[src/rtl/seg7_pkg.sv]
// Shared constants for the seven-segment scan driver: segment bit positions,
// the hex glyph table and the output polarity helper.
package seg7_pkg;

   typedef logic [7:0] seg_byte_t;

   localparam int SEG_A  = 0;
   localparam int SEG_B  = 1;
   localparam int SEG_C  = 2;
   localparam int SEG_D  = 3;
   localparam int SEG_E  = 4;
   localparam int SEG_F  = 5;
   localparam int SEG_G  = 6;
   localparam int SEG_DP = 7;

   // Entry [n] is the {dp,g,f,e,d,c,b,a} glyph for nibble n, 1 = lit, dp clear.
   localparam logic [15:0][7:0] HEX_SEG_TABLE = {
      8'h71, 8'h79, 8'h5E, 8'h39, 8'h7C, 8'h77, 8'h6F, 8'h7F,
      8'h07, 8'h7D, 8'h6D, 8'h66, 8'h4F, 8'h5B, 8'h06, 8'h3F
   };

   function automatic seg_byte_t apply_polarity(input seg_byte_t val, input logic active_low);
      return active_low ? ~val : val;
   endfunction

endpackage

[src/rtl/seg7_hex_decode.sv]
// Combinational hex nibble to seven-segment glyph, decimal point passed through.
module seg7_hex_decode
   import seg7_pkg::*;
(
   input  logic [3:0] hex_i,
   input  logic       dp_i,
   output seg_byte_t  seg_o
);

   always_comb begin
      seg_o         = HEX_SEG_TABLE[hex_i];
      seg_o[SEG_DP] = dp_i;
   end

endmodule

[src/rtl/seg7_scan_driver.sv]
// Time-multiplexed N-digit seven-segment driver with refresh prescaler,
// per-frame input snapshot, PWM brightness and anti-ghosting guard interval.
module seg7_scan_driver
   import seg7_pkg::*;
#(
   parameter int NUM_DIGITS     = 4,
   parameter int REFRESH_DIV    = 100000,
   parameter int GUARD_CYCLES   = 16,
   parameter int BRIGHT_W       = 4,
   parameter bit AN_ACTIVE_LOW  = 1'b1,
   parameter bit SEG_ACTIVE_LOW = 1'b1
)(
   input  logic                    clk,
   input  logic                    rst,
   input  logic [4*NUM_DIGITS-1:0] hex_in,
   input  logic [8*NUM_DIGITS-1:0] raw_in,
   input  logic                    raw_mode,
   input  logic [NUM_DIGITS-1:0]   dp_in,
   input  logic [NUM_DIGITS-1:0]   blank_in,
   input  logic [BRIGHT_W-1:0]     brightness,
   input  logic                    update_en,
   output logic [NUM_DIGITS-1:0]   AN,
   output logic [7:0]              segment,
   output logic                    frame_done
);

   localparam int PRESC_W = $clog2(REFRESH_DIV);
   localparam int IDX_W   = $clog2(NUM_DIGITS);
   localparam logic [PRESC_W-1:0] PRESC_TC  = PRESC_W'(REFRESH_DIV - 1);
   localparam logic [PRESC_W-1:0] GUARD_END = PRESC_W'(GUARD_CYCLES);
   localparam logic [IDX_W-1:0]   IDX_TOP   = IDX_W'(NUM_DIGITS - 1);

   logic [PRESC_W-1:0]      presc_q, presc_d;
   logic [IDX_W-1:0]        idx_q, idx_d;
   logic [BRIGHT_W-1:0]     pwm_q;

   logic [4*NUM_DIGITS-1:0] snap_hex_q;
   logic [8*NUM_DIGITS-1:0] snap_raw_q;
   logic                    snap_raw_mode_q;
   logic [NUM_DIGITS-1:0]   snap_dp_q;
   logic [NUM_DIGITS-1:0]   snap_blank_q;
   logic [BRIGHT_W-1:0]     snap_bright_q;

   logic [NUM_DIGITS-1:0]   an_q, an_d, an_raw;
   seg_byte_t               seg_q, seg_d, seg_raw;
   logic                    frame_done_q, frame_done_d;
   logic                    tc, frame_end, lit;

   seg_byte_t               digit_seg [NUM_DIGITS];

   // Each digit's glyph is ready in parallel; the scan index only selects one.
   for (genvar gi = 0; gi < NUM_DIGITS; gi++) begin : g_digit
      seg_byte_t dec_seg;

      seg7_hex_decode u_dec (
         .hex_i (snap_hex_q[4*gi +: 4]),
         .dp_i  (snap_dp_q[gi]),
         .seg_o (dec_seg)
      );

      assign digit_seg[gi] = snap_raw_mode_q ? snap_raw_q[8*gi +: 8] : dec_seg;
   end

   always_comb begin
      tc        = (presc_q == PRESC_TC);
      frame_end = tc && (idx_q == '0);
      presc_d   = tc ? '0 : presc_q + 1'b1;
      idx_d     = idx_q;
      if (tc) begin
         idx_d = (idx_q == '0) ? IDX_TOP : idx_q - 1'b1;
      end

      // frame_done is registered but lines up with the terminal-count cycle of digit 0.
      frame_done_d = (presc_d == PRESC_TC) && (idx_d == '0);

      lit     = (presc_q >= GUARD_END) && (pwm_q <= snap_bright_q) && !snap_blank_q[idx_q];
      an_raw  = '0;
      seg_raw = '0;
      if (lit) begin
         an_raw[idx_q] = 1'b1;
         seg_raw       = digit_seg[idx_q];
      end

      an_d  = an_raw ^ {NUM_DIGITS{AN_ACTIVE_LOW}};
      seg_d = apply_polarity(seg_raw, SEG_ACTIVE_LOW);
   end

   always_ff @(posedge clk) begin
      if (rst) begin
         presc_q         <= '0;
         idx_q           <= IDX_TOP;
         pwm_q           <= '0;
         snap_hex_q      <= '0;
         snap_raw_q      <= '0;
         snap_raw_mode_q <= 1'b0;
         snap_dp_q       <= '0;
         snap_blank_q    <= '1;
         snap_bright_q   <= '0;
         an_q            <= {NUM_DIGITS{AN_ACTIVE_LOW}};
         seg_q           <= {8{SEG_ACTIVE_LOW}};
         frame_done_q    <= 1'b0;
      end else begin
         presc_q      <= presc_d;
         idx_q        <= idx_d;
         pwm_q        <= pwm_q + 1'b1;
         an_q         <= an_d;
         seg_q        <= seg_d;
         frame_done_q <= frame_done_d;
         if (frame_end && update_en) begin
            snap_hex_q      <= hex_in;
            snap_raw_q      <= raw_in;
            snap_raw_mode_q <= raw_mode;
            snap_dp_q       <= dp_in;
            snap_blank_q    <= blank_in;
            snap_bright_q   <= brightness;
         end
      end
   end

   assign AN         = an_q;
   assign segment    = seg_q;
   assign frame_done = frame_done_q;

endmodule

[config.mk]
export PLATFORM = sky130hd
export DESIGN_NAME = seg7_scan_driver
export DESIGN_NICKNAME = d
export VERILOG_FILES = /design/src/rtl/seg7_pkg.sv /design/src/rtl/seg7_hex_decode.sv /design/src/rtl/seg7_scan_driver.sv
export SDC_FILE = /design/constraint.sdc
export NUM_CORES = 1
export LEC_CHECK = 0
export ABC_AREA = 0
export CAP_MARGIN = 10
export CORE_MARGIN = 2
export CORE_UTILIZATION = 30
export CTS_BUF_LIST = sky130_fd_sc_hd__clkbuf_4 sky130_fd_sc_hd__clkbuf_8 sky130_fd_sc_hd__clkbuf_16
export DETAILED_ROUTE_END_ITERATION = 8
export GPL_ROUTABILITY_DRIVEN = 0
export RECOVER_POWER = 25
export REMOVE_ABC_BUFFERS = 1
export SETUP_SLACK_MARGIN = 0.15
export SLEW_MARGIN = 10
export SYNTH_ARGS = -nofsm -noshare
export SYNTH_HDL_FRONTEND = slang
export SYNTH_SLANG_ARGS = --single-unit
[constraint.sdc]
create_clock -name clk -period 3.91 [get_ports clk]
set_input_delay 0.391 -clock clk [delete_from_list [all_inputs] [get_ports clk]]
set_output_delay 0.391 -clock clk [all_outputs]
set_load 0.1 [all_outputs]
==> summary.txt, run 1 <==
STA
  • Slew Limit Headroom: -0.2257
  • Setup Skew: 0.01965 ns
  • Final worst path period share: 0.8784
  • Fin. Hold Viols: 0
  • Setup ws final: 0.4754 ns
  • Setup violators final: 0
  • RSZ-0062 raised after global routing: no
  • Fin crit period: 3.435 ns
  • Fmax: 0.2912 GHz
  • Worst slew pin tran: 1.838 ns
  • Final Max Slew Viols: 63

Finish
  • Layout cells sized above 1: 0.1184
  • Area grow syn2layout: 25.65%
  • N_diodes: 0
  • Design area: 7741 sq um
  • Core Util, Final: 0.3838
  • Fin nets: 850

Clock network
  • CTS tree: done
  • TritonCTS Buffers: 17
  • Worst-Skew Late Latency: 0.42 ns
  • Root buffer selected by CTS: clkbuf_16
  • Hold_buf cts: 0
  • Reg clk slew, reported paths: 0.06 ns
  • Clock sinks: 125
  • H-tree levels: 4
  • Post_cts resized: 0
  • Clock Path Buffers: 2
  • Post-CTS setup buffers: 0

Logic synthesis
  • Synth Area in XOR/XNOR: 0.02843
  • Synth top area cells: dfxtp_1 (41%), ha_1 (7.9%), nand2_1 (7.9%), mux4_2 (7.3%), a21oi_1 (4.9%)
  • Post-synthesis simple-gate area fraction: 0.1968
  • Post-synthesis cell type count: 61
  • Ys Warns: 0
  • Compound-Gate Fraction of Synth Area: 0.1267
  • Async SR Flop Fraction: 0
  • Primary FF master, synth: dfxtp_1
  • Synth top area share: 0.4062
  • Post-Synth Adder-Cell Area: 0.07920
  • Synth area leader: dfxtp_1
  • Synth Register Bits: 125
  • Synthesized area per cell: 9.087 sq um
  • Post-Syn Area: 6161 sq um
  • Syn Inst Count: 678
  • Post-synthesis mux area share: 0.1058
  • Number of synthesized flops with an enable pin: 0
  • Main combinational cell family by area after synthesis: simple AND/OR/NAND/NOR gates
  • Register area share after synthesis: 0.4062

Route
  • Final ANT Viol Nets: 0
  • Iteration-0 DRC count of the detailed router: 259
  • WL met3: 651 um
  • WL final: 15360 um
  • Via Count: 4855
  • WL/cell: 14.91 um
  • Post-route DRC: 0
  • Top layer in use: met4
  • Wl on met1: 7411 um
  • DR pass1 iterations: 5
  • Routed vias/inst: 4.714
  • Met2 wire length: 7100 um

Die
  • Core Region: 20170 sq um
  • Die area: 21700 sq um
  • Initial core utilization: 0.3055
  • Row cnt: 52
  • Ports: 77
  • Die height: 147.3 um
  • Die W: 147.3 um

Setup path
  • CP Launch Type: flop
  • Critical Path Stages: 11
  • Top cell family by delay on the critical path: simple AND/OR/NAND/NOR gates
  • Critical path required time: 4.27 ns
  • Worst Setup End Kind: flop
  • CP peak stage delay: 0.79 ns
  • CP dominant cell by count: inv_1
  • Critical Path Fanout Max: 10
  • Worst path buffer plus inverter count: 3
  • Slowest CP cell: or4_1
  • Worst EP arrival: 3.80 ns
  • FF-to-FF setup slack: 0.48 ns
  • FF-to-FF path depth: 11
  • Crit Path Category: reg -> reg
  • Crit-path cells: ha_1 -> nand2_1 -> or4_1 -> nor2_4 -> nand2_1 -> a21oi_1 -> inv_1 -> ha_1 -> inv_1 -> mux4_2 -> inv_1

Power
  • Lkg Pwr: 2.839 nW
  • Peak supply drop: 235.7 uV
  • Power per cell area: 388.4 nW/um^2

Min path
  • Worst hold-check path type: reg -> reg
  • Hold depth: 2

Outcome
  • Status: finished, violations left
  • Failing checks: capacitance limit, slew limit

Placement
  • Count of input and output buffers: 76
  • DP Area: 7147 sq um
  • Post-DP HPWL: 10980 um
  • DP Worst Slack: 0.5856 ns

Global route
  • Vias in the first global route: 4714
  • Grt ovf: 0
  • Gr usage total: 0.1472
  • Initial antenna violation count: 0
  • Largest net degree at the start of global routing: 40
  • First-pass GRT wire length: 24840 um

Job
  • Max-cap violations: 2
-- cell usage in the layout, fill, tap and decap left out, types with 5 or more instances in the layout --
master,netlist,routed
nor2_1,38,38
clkdlybuf4s50_1,0,68
mux4_2,20,20
a21o_1,11,11
clkbuf_16,0,17
nand2b_1,8,8
dfxtp_1,125,125
nand3b_1,8,8
o21ai_1,8,7
dlygate4sd3_1,0,7
buf_4,4,9
nand2_1,129,128
nor2b_1,6,6
nand3_1,22,22
a211oi_1,5,5
a21oi_1,60,60
mux2i_1,13,13
xnor2_1,9,9
inv_1,36,36
and3_1,12,12
xor2_1,11,11
ha_1,39,39
a2bb2oi_1,7,7
-- kinds of logic (layout without fill, tap and decap cells) --
family	Yosys count	in the layout
flip-flops	125	125
AND/OR/NAND/NOR	256	256
XOR/XNOR	20	20
adder cells (fa/ha/maj)	39	39
buffers and inverters	78	160
multiplexers	39	39
AO/OA/AOI/OAI	121	121
-- metal layers --
metal | GRT usage | vias to the layer above
li1 | - | 2461
met5 | 0 | -
met4 | 0.03990 | 0
met3 | 0.04441 | 13
met2 | 0.2327 | 107
met1 | 0.1961 | 2274
-- state kept, by name, indices dropped and copies added (netlist names) --
name and flops:
AN 4, frame_done 1, g_digit.dec_seg 28, idx_q 2, presc_q 17, pwm_q 4
segment 8, snap_blank_q 4, snap_bright_q 4, snap_dp_q 4, snap_hex_q 16, snap_raw_mode_q 1
snap_raw_q 32
-- stage by stage --
stage,hold slack (ns),std cells,power [W],TNS (ns)
after floorplan,0.4142,640,0.001331,-2.018
after global placement,0.4357,998,0.001423,0
after detailed placement,0.4426,998,0.001423,0
after CTS,0.4503,1030,0.003043,0
after global routing,0.4693,1030,0.003115,0
final,0.4484,1030,0.003006,0
-- final cells by class --
cell class              instances  area [sq um]
well taps                     270         337.8
clock inverters                13         163.9
inverters                      40         150.1
repair buffers                 88         833.3
fillers                      2013         12430
flip-flops and latches        125          2502
clock buffers                  19         446.7
multi-input cells             475          3307
-- path summary, 6_finish.rpt --
kind	end	from
min reg2reg	snap_raw_q[14]	snap_raw_q[14]
min	snap_raw_q[14]	snap_raw_q[14]
max	g_digit[3].dec_seg[3]	presc_q[0]
max reg2reg	g_digit[3].dec_seg[3]	presc_q[0]
-- synthesized netlist by cell type, drive strengths merged (4+ instances only) --
| master | n |
|---|---|
| xor2 | 11 |
| nand3 | 23 |
| buf | 23 |
| a2bb2oi | 8 |
| mux4 | 20 |
| inv | 39 |
| nand3b | 8 |
| a211oi | 6 |
| a21oi | 63 |
| clkbuf | 15 |
| nor4 | 4 |
| nor3 | 4 |
| nand2 | 129 |
| nand2b | 8 |
| o21ai | 14 |
| nor2 | 39 |
| xnor2 | 9 |
| a21o | 13 |
| and3 | 12 |
| or2 | 6 |
| mux2i | 13 |
| nor2b | 6 |
| mux2 | 6 |
| dfxtp | 125 |
| ha | 39 |
-- worst min-delay path: cells and delay by family, from the launching register on --
family          cells  cell delay (ns)
flops               1             0.31
simple gates        1             0.05
compound gates      1             0.05
-- power breakdown --
group | total (W) | leakage [nW] | internal, W | switching, W
combinational | 0.000109 | 1.53 | 0.0000672 | 0.0000418
sequential | 0.00129 | 1.01 | 0.00128 | 0.00000564
clock | 0.00161 | 0.297 | 0.00103 | 0.000584
Note: power is estimated with default switching activity, not from simulation.
==> inputs of run 2 (changes only) <==
TNS_END_PERCENT = 20   (was unset)
==> results of run 2 <==
The final DEF is identical to that of run 1; final timing and power are the same.
